`src/rtl/game_timer_ctrl.sv`:
```
// Sudoku game timer sequencer: owns the game state, counts BCD seconds from the
// 1 Hz level, flags a loss at the time limit and keeps the best winning time.
module game_timer_ctrl #(
    parameter logic [3:0] LIMIT_H = 4'd3,
    parameter logic [3:0] LIMIT_T = 4'd0,
    parameter logic [3:0] LIMIT_U = 4'd0
) (
    input  logic       clk,
    input  logic       clr,
    input  logic       tick_lvl,
    input  logic       start_p,
    input  logic       pause_p,
    input  logic       win_flag,
    output logic [2:0] state,
    output logic [3:0] sec_u,
    output logic [3:0] sec_t,
    output logic [3:0] sec_h,
    output logic [3:0] best_u,
    output logic [3:0] best_t,
    output logic [3:0] best_h,
    output logic       best_valid,
    output logic       lose_flag,
    output logic       new_record
);

    typedef enum logic [2:0] {
        S_IDLE  = 3'd0,
        S_RUN   = 3'd1,
        S_PAUSE = 3'd2,
        S_WIN   = 3'd3,
        S_LOSE  = 3'd4
    } state_t;

    localparam logic [11:0] LIMIT    = {LIMIT_H, LIMIT_T, LIMIT_U};
    localparam logic [11:0] BCD_MAX  = 12'h999;
    localparam logic [11:0] BCD_ZERO = 12'h000;

    state_t      state_q, state_d;
    logic [11:0] sec_q, sec_d;
    logic [11:0] best_q, best_d;
    logic        best_valid_q, best_valid_d;
    logic        new_record_q, new_record_d;
    logic        tick_prev_q;

    logic        tick_edge;
    logic [11:0] sec_inc;
    logic        limit_hit;

    // Three-digit BCD increment, saturating at 999.
    function automatic logic [11:0] bcd_inc(input logic [11:0] v);
        logic [3:0] h, t, u;
        {h, t, u} = v;
        if (v == BCD_MAX) begin
            return v;
        end
        if (u == 4'd9) begin
            u = 4'd0;
            if (t == 4'd9) begin
                t = 4'd0;
                h = h + 4'd1;
            end else begin
                t = t + 4'd1;
            end
        end else begin
            u = u + 4'd1;
        end
        return {h, t, u};
    endfunction

    // Magnitude compare of two BCD times, most significant digit first.
    function automatic logic bcd_less(input logic [11:0] a, input logic [11:0] b);
        if (a[11:8] != b[11:8]) begin
            return a[11:8] < b[11:8];
        end
        if (a[7:4] != b[7:4]) begin
            return a[7:4] < b[7:4];
        end
        return a[3:0] < b[3:0];
    endfunction

    assign tick_edge = tick_lvl & ~tick_prev_q;
    assign sec_inc   = bcd_inc(sec_q);
    // A zero limit can never be reached by incrementing, so it trips on the first tick.
    assign limit_hit = (sec_inc == LIMIT) || (LIMIT == BCD_ZERO);

    always_comb begin
        state_d      = state_q;
        sec_d        = sec_q;
        best_d       = best_q;
        best_valid_d = best_valid_q;
        new_record_d = 1'b0;

        case (state_q)
            S_IDLE: begin
                if (start_p) begin
                    state_d = S_RUN;
                    sec_d   = BCD_ZERO;
                end
            end
            S_RUN: begin
                if (win_flag) begin
                    state_d = S_WIN;
                    if (!best_valid_q || bcd_less(sec_q, best_q)) begin
                        best_d       = sec_q;
                        best_valid_d = 1'b1;
                        new_record_d = 1'b1;
                    end
                end else if (tick_edge) begin
                    if (limit_hit) begin
                        sec_d   = LIMIT;
                        state_d = S_LOSE;
                    end else begin
                        sec_d = sec_inc;
                        if (pause_p) begin
                            state_d = S_PAUSE;
                        end
                    end
                end else if (pause_p) begin
                    state_d = S_PAUSE;
                end
            end
            S_PAUSE: begin
                if (pause_p) begin
                    state_d = S_RUN;
                end
            end
            S_WIN, S_LOSE: begin
                if (start_p) begin
                    state_d = S_RUN;
                    sec_d   = BCD_ZERO;
                end
            end
            default: begin
                state_d = S_IDLE;
            end
        endcase
    end

    always_ff @(posedge clk or posedge clr) begin
        if (clr) begin
            state_q      <= S_IDLE;
            sec_q        <= BCD_ZERO;
            best_q       <= BCD_MAX;
            best_valid_q <= 1'b0;
            new_record_q <= 1'b0;
            tick_prev_q  <= 1'b0;
        end else begin
            state_q      <= state_d;
            sec_q        <= sec_d;
            best_q       <= best_d;
            best_valid_q <= best_valid_d;
            new_record_q <= new_record_d;
            tick_prev_q  <= tick_lvl;
        end
    end

    assign state      = state_q;
    assign {sec_h, sec_t, sec_u}    = sec_q;
    assign {best_h, best_t, best_u} = best_q;
    assign best_valid = best_valid_q;
    assign lose_flag  = (state_q == S_LOSE);
    assign new_record = new_record_q;

endmodule

```
`config.mk`:
```
export PLATFORM = sky130hd
export DESIGN_NAME = game_timer_ctrl
export DESIGN_NICKNAME = d
export VERILOG_FILES = /design/src/rtl/game_timer_ctrl.sv
export SDC_FILE = /design/constraint.sdc
export NUM_CORES = 1
export LEC_CHECK = 0
export CORE_MARGIN = 4
export CORE_UTILIZATION = 52
export DETAILED_ROUTE_END_ITERATION = 10
export HOLD_SLACK_MARGIN = 0.02
export PLACE_DENSITY = 0.78
export REMOVE_ABC_BUFFERS = 1
export SLEW_MARGIN = 10
export SYNTH_ARGS = -nofsm -noshare
export SYNTH_HDL_FRONTEND = slang
export SYNTH_SLANG_ARGS = --single-unit
```
`constraint.sdc`:
```
create_clock -name clk -period 2.7 [get_ports clk]
set_input_delay 0.675 -clock clk [delete_from_list [all_inputs] [get_ports clk]]
set_output_delay 0.675 -clock clk [all_outputs]
set_load 0.005 [all_outputs]
```
==> results_dict.tcl, run 1 <==
set metrics [dict create \
    outcome "finished clean" \
    synth_area_per_cell_sq_um 9.679 \
    wl_met2_um 2316 \
    slowest_stage "o311a_2" \
    finalHoldViolCount 0 \
    slew_viol_final 0 \
    synth_ff_type "dfrtp_1" \
    rsz0062_at_grt "no" \
    layout_common_cells "35 x clkdlybuf4s50_1, 24 x dfrtp_1, 15 x a21oi_1, 15 x inv_1" \
    vdd_ir_drop_max_v 0.0004213 \
    worstMarginPinSlew_ns 0.5454 \
    routed_wl_um 4521 \
    finalSetupTns_ns 0 \
    grt_max_degree 31 \
    clock_path_buffers 2 \
    layout_commonest_cell "clkdlybuf4s50_1" \
    drive_gt1_frac 0.1513 \
    skew_ns 0.007790 \
    cts_resized 0 \
    fmax_mhz 418.4 \
    wire_per_inst_um 15.92 \
    netlist_instances 197 \
    leakagePower_nw 1.049 \
    vias 1684 \
    hold_class "reg2reg" \
    core.rowCount 21 \
    maxCapViolations 0 \
    crit_buf_inv 1 \
    grt_use_total 0.2199 \
    io_pins 36 \
    path_cells "inv_1 -> ha_1 -> nor2b_1 -> o21a_1 -> o21ai_0 -> nor4bb_1 -> o311a_2 -> mux2_2" \
    htreeDepth 2 \
    die_y_um 68.56 \
    period_minus_slack_ns 2.390 \
    cts_setup_buffers 0 \
    power_mw 1.403 \
    design_area_sq_um 2434 \
    place_ws_ns 0.3048 \
    end_kind "flip-flop" \
    dr_wl_met3_um 242 \
    crit_type "reg2reg" \
    cp_top_family "compound AO/OA/AOI/OAI gates" \
    cts-root-buf "clkbuf_8" \
    async_flop_share 1.000 \
    finalNonFillerCells 284 \
    io_buffers 35 \
    cts_sinks 30 \
    synth_top_area_frac 0.3150 \
    drtIter0Drc 127 \
    dr.pass1.iters 4 \
    power.density_nw_per_um2 576.6 \
    ys_seq_elements 30 \
    crit_path_start_kind "flip-flop" \
    drc 0 \
    coreArea_sq_um 3442 \
    num_antenna_cells 0 \
    initial_core_util 0.5540 \
    place.gp.congestion 0.8336 \
    synth-edff-count 0 \
    grt_overflow 0 \
    die_w_um 68.56 \
    grt_pass1_vias 1661 \
    place_area_sq_um 2321 \
    holdBufCountCts 0 \
    whs_ns 0.4993 \
    clk_latency_ns 0.28 \
    highest_layer "met4" \
    dpl.cell_count 277 \
    yosysWarnings 0 \
    layout_setup_ws_ns 0.3101 \
    cp_max_fo 13 \
    synth_top_area_cell "dfrtp_1" \
    clk_pin_slew_worst_paths_ns 0.06 \
    drtAntennaViolNets 0 \
    wl_met1_um 1897 \
    synth_area_sq_um 1907 \
    synth_area_leaders "dfrtp_1 31%, ha_1 8.5%, dfstp_2 8.3%" \
    cts_tree "built" \
    maxSlewHeadroom 0.6364 \
    cts_buffers 5 \
    min_period_over_period 0.8852 \
    nNetsFinal 257 \
    critPathMaxStageDelay_ns 0.41 \
    setup_violations 0 \
    required_ns 2.87 \
    area_delta_synth_final_pct 27.62 \
    critPathArrivalTime_ns 2.56 \
    hpwl_um 3415 \
    antenna_found_initial 0 \
    utilization 0.7070 \
    grt_pass1_wl_um 7665 \
    via_per_inst 5.930 \
    ys_types 48 \
    ys_seq_area_frac 0.3976 \
    design.die.area_sq_um 4700 \
]
-- where the power goes --
group          switching [mW]  internal [mW]  leakage (nW)  total, mW
logic                   0.193          0.205         0.611      0.398
clock network           0.157          0.295        0.0573      0.452
registers              0.0586          0.495         0.381      0.553
-- logic make-up (layout without fill, tap and decap cells) --
kind of cell / after synthesis / count (layout) / synth area share
compound gates: 48 / 48 / 0.1634
xor+xnor: 3 / 3 / 0.01378
fa+ha+maj: 13 / 13 / 0.08530
buf+inv: 25 / 66 / 0.06167
flops: 30 / 30 / 0.3976
mux: 15 / 15 / 0.08662
simple gates: 63 / 63 / 0.1916
-- path summary, 6_finish.rpt --
check	startpoint	end	slack, ns	cells past startpoint
worst max-delay path	best_q[5]	best_q[1]	0.31	8
worst min-delay path	best_valid	best_valid	0.50	1
worst max register to register	best_q[5]	best_q[1]	0.31	8
worst min register to register	best_valid	best_valid	0.50	1
max in group asynchronous	clr	best_q[0]	1.61	3
min in group asynchronous	clr	new_record	0.78	3
-- layer usage --
| metal | vias up | global-route usage |
|---|---|---|
| met4 | 0 | 0.09181 |
| met5 | - | 0 |
| li1 | 792 | - |
| met2 | 65 | 0.3719 |
| met3 | 7 | 0.04538 |
| met1 | 820 | 0.2709 |
-- worst register-to-register path: stages, from the launching register on --
cell	delay [ns]
dfrtp_1	0.38
inv_1	0.06
ha_1	0.28
nor2b_1	0.13
o21a_1	0.15
o21ai_0	0.23
nor4bb_1	0.25
o311a_2	0.41
mux2_2	0.38
-- synth_stat cells, types with 2 or more instances --
master	number
mux2i_1	3
a21o_1	5
buf_4	2
nand3_1	8
buf_6	2
ha_1	13
o21ai_0	13
mux2_2	10
nor2b_1	5
nor2_1	6
a21oi_1	15
nor3_1	5
dfrtp_1	24
dfstp_2	6
a22o_1	2
mux2_1	2
nand4_1	6
inv_1	15
xor2_1	2
nor3b_1	2
a2bb2oi_1	2
nand2_1	12
clkbuf_1	5
nand2b_1	6
and2_1	2
and3_1	2
-- state kept, by name, indices dropped and copies added, names as in the netlist --
signal       flops
best_q          12
sec_q           12
state            3
best_valid       1
new_record       1
tick_prev_q      1
-- cell type report --
class / instances / area (sq um)
clock buffers: 6 / 82.58
clock inverters: 1 / 30.03
fillers: 255 / 1008
inverters: 15 / 56.30
multi-input cells: 142 / 1031
flip-flops and latches: 30 / 758.2
well taps: 46 / 57.56
repair buffers: 44 / 417.9
No activity file was read; power rests on OpenSTA's default activity.
==> run 2: changes to the inputs <==
--- a/config.mk
+++ b/config.mk
@@ -9,7 +9,7 @@
 export CORE_UTILIZATION = 52
 export DETAILED_ROUTE_END_ITERATION = 10
 export HOLD_SLACK_MARGIN = 0.02
-export PLACE_DENSITY = 0.78
+export PLACE_DENSITY = 0.85
 export REMOVE_ABC_BUFFERS = 1
 export SLEW_MARGIN = 10
 export SYNTH_ARGS = -nofsm -noshare
==> run 2 against run 1 <==
Sequential cell count did not move; first-iteration DRC count up 4.7%; global-route usage grew 0.080 points; critical endpoint is now best_q[6].
==> results_dict.tcl, run 2 (synthesis gave the netlist of run 1 again) <==
set metrics [dict create \
    r2r-end "best_q[6]" \
    dr.pass1.iters 4 \
    required_ns 2.87 \
    hold_depth 1 \
    cts_sinks 30 \
    p_comb_frac 0.306 \
    highest_layer "met4" \
    nNetsFinal 259 \
    reg2reg_from "best_q[5]" \
    drtAntennaViolNets 0 \
    swShare 0.3098 \
    drive_gt1_frac 0.1618 \
    cp_max_fo 13 \
    cts_tree "built" \
    grt_max_degree 31 \
    die_w_um 68.56 \
    design.die.area_sq_um 4700 \
    place_ws_ns 0.2284 \
    cts_resized 0 \
    skew_ns 0.003273 \
    maxCapViolations 0 \
    crit_type "reg2reg" \
    dpl.cell_count 279 \
    io_buffers 35 \
    worstMarginPinSlew_ns 0.5227 \
    design_area_sq_um 2446 \
    via_per_inst 5.627 \
    clkPwrFrac 0.305 \
    clk_pin_slew_worst_paths_ns 0.06 \
    maxSlewHeadroom 0.6516 \
    end_kind "flip-flop" \
    hold_class "reg2reg" \
    min_period_over_period 0.9180 \
    routed_wl_um 4643 \
    slew_viol_final 0 \
    io_pins 36 \
    wl_met1_um 2160 \
    setup_violations 0 \
    holdBufCountCts 0 \
    num_antenna_cells 0 \
    power_mw 1.397 \
    grt_pass1_wl_um 7458 \
    die_y_um 68.56 \
    antenna_found_initial 0 \
    htreeDepth 2 \
    finalNonFillerCells 287 \
    grt_overflow 0 \
    wl_met2_um 2142 \
    clk_latency_ns 0.29 \
    leakagePower_nw 1.060 \
    seqPwrFrac 0.388 \
    layout_common_cells "35 x clkdlybuf4s50_1, 24 x dfrtp_1, 15 x a21oi_1, 15 x inv_1" \
    vias 1615 \
    power.density_nw_per_um2 570.9 \
    layout_commonest_cell "clkdlybuf4s50_1" \
    finalSetupTns_ns 0 \
    cts-root-buf "clkbuf_8" \
    drc 0 \
    period_minus_slack_ns 2.479 \
    finalHoldViolCount 0 \
    core.rowCount 21 \
    crit_path_start_kind "flip-flop" \
    whs_ns 0.4908 \
    hpwl_um 3363 \
    place_area_sq_um 2336 \
    critPathLaunch "best_q[5]" \
    cts_buffers 5 \
    internal_power_uw 963.9 \
    switchingPower_uw 432.6 \
    cts_setup_buffers 0 \
    hold_end "best_valid" \
    regToRegSetupSlack_ns 0.22 \
    min-delay-start "best_valid" \
    initial_core_util 0.5540 \
    grt_pass1_vias 1577 \
    wire_per_inst_um 16.18 \
    rsz0062_at_grt "no" \
    utilization 0.7107 \
    dr_wl_met3_um 295 \
    fmax_mhz 403.5 \
    clock_path_buffers 2 \
    outcome "finished clean" \
    layout_setup_ws_ns 0.2214 \
    critPathArrivalTime_ns 2.65 \
    coreArea_sq_um 3442 \
    r2r_cells 8 \
    drtIter0Drc 133 \
    area_delta_synth_final_pct 28.28 \
    grt_use_total 0.2207 \
    place.gp.congestion 0.8966 \
    vdd_ir_drop_max_v 0.0003412 \
]
-- run 2: cell count changes in the layout (fill, tap and decap cells not counted), sizes merged --
cell / before / now
bufinv: 1 / 0
clkbuf: 6 / 8
buf: 9 / 11
-- run 2: how the worst max path moves through the flow --
stage / end / slack, ns / cells after the start
3_5_place_dp: best_q[10] / 0.23 / 8
6_report: best_q[6] / 0.22 / 8
5_1_grt: best_q[10] / 0.11 / 8
4_1_cts: best_q[6] / 0.24 / 8
3_3_place_gp: state[2] / 0.30 / 6
2_1_floorplan: best_q[10] / 0.45 / 6
-- run 2: routing by layer --
metal  vias up  global-route usage
met5         -                   0
met3         7             0.06807
met2        53              0.3564
met1       755              0.2864
met4         0             0.05707
li1        800                   -
-- run 2: area by class of cell --
class,instances,area [sq um]
sequential,30,758.2
inverter,15,56.30
multi-input combinational,142,1031
clock buffer,8,110.1
fill,267,996.0
tap,46,57.56
timing repair buffer,46,432.9
-- run 2: critical path: stages, from the launching register on --
cell and delay, ns:
dfrtp_1 0.37, inv_1 0.05, ha_1 0.28, nor2b_1 0.13, o21a_1 0.15, o21ai_0 0.29, nor4bb_1 0.28, o311a_2 0.44
mux2_2 0.38
-- run 2: power by group through the flow --
stage,clock (mW),sequential (mW),combinational (mW)
global placement,0,0.546,0.414
finish,0.426,0.542,0.428
global route,0.460,0.547,0.469
detailed placement,0,0.549,0.426
CTS,0.434,0.542,0.429
floorplan,0,0.556,0.234
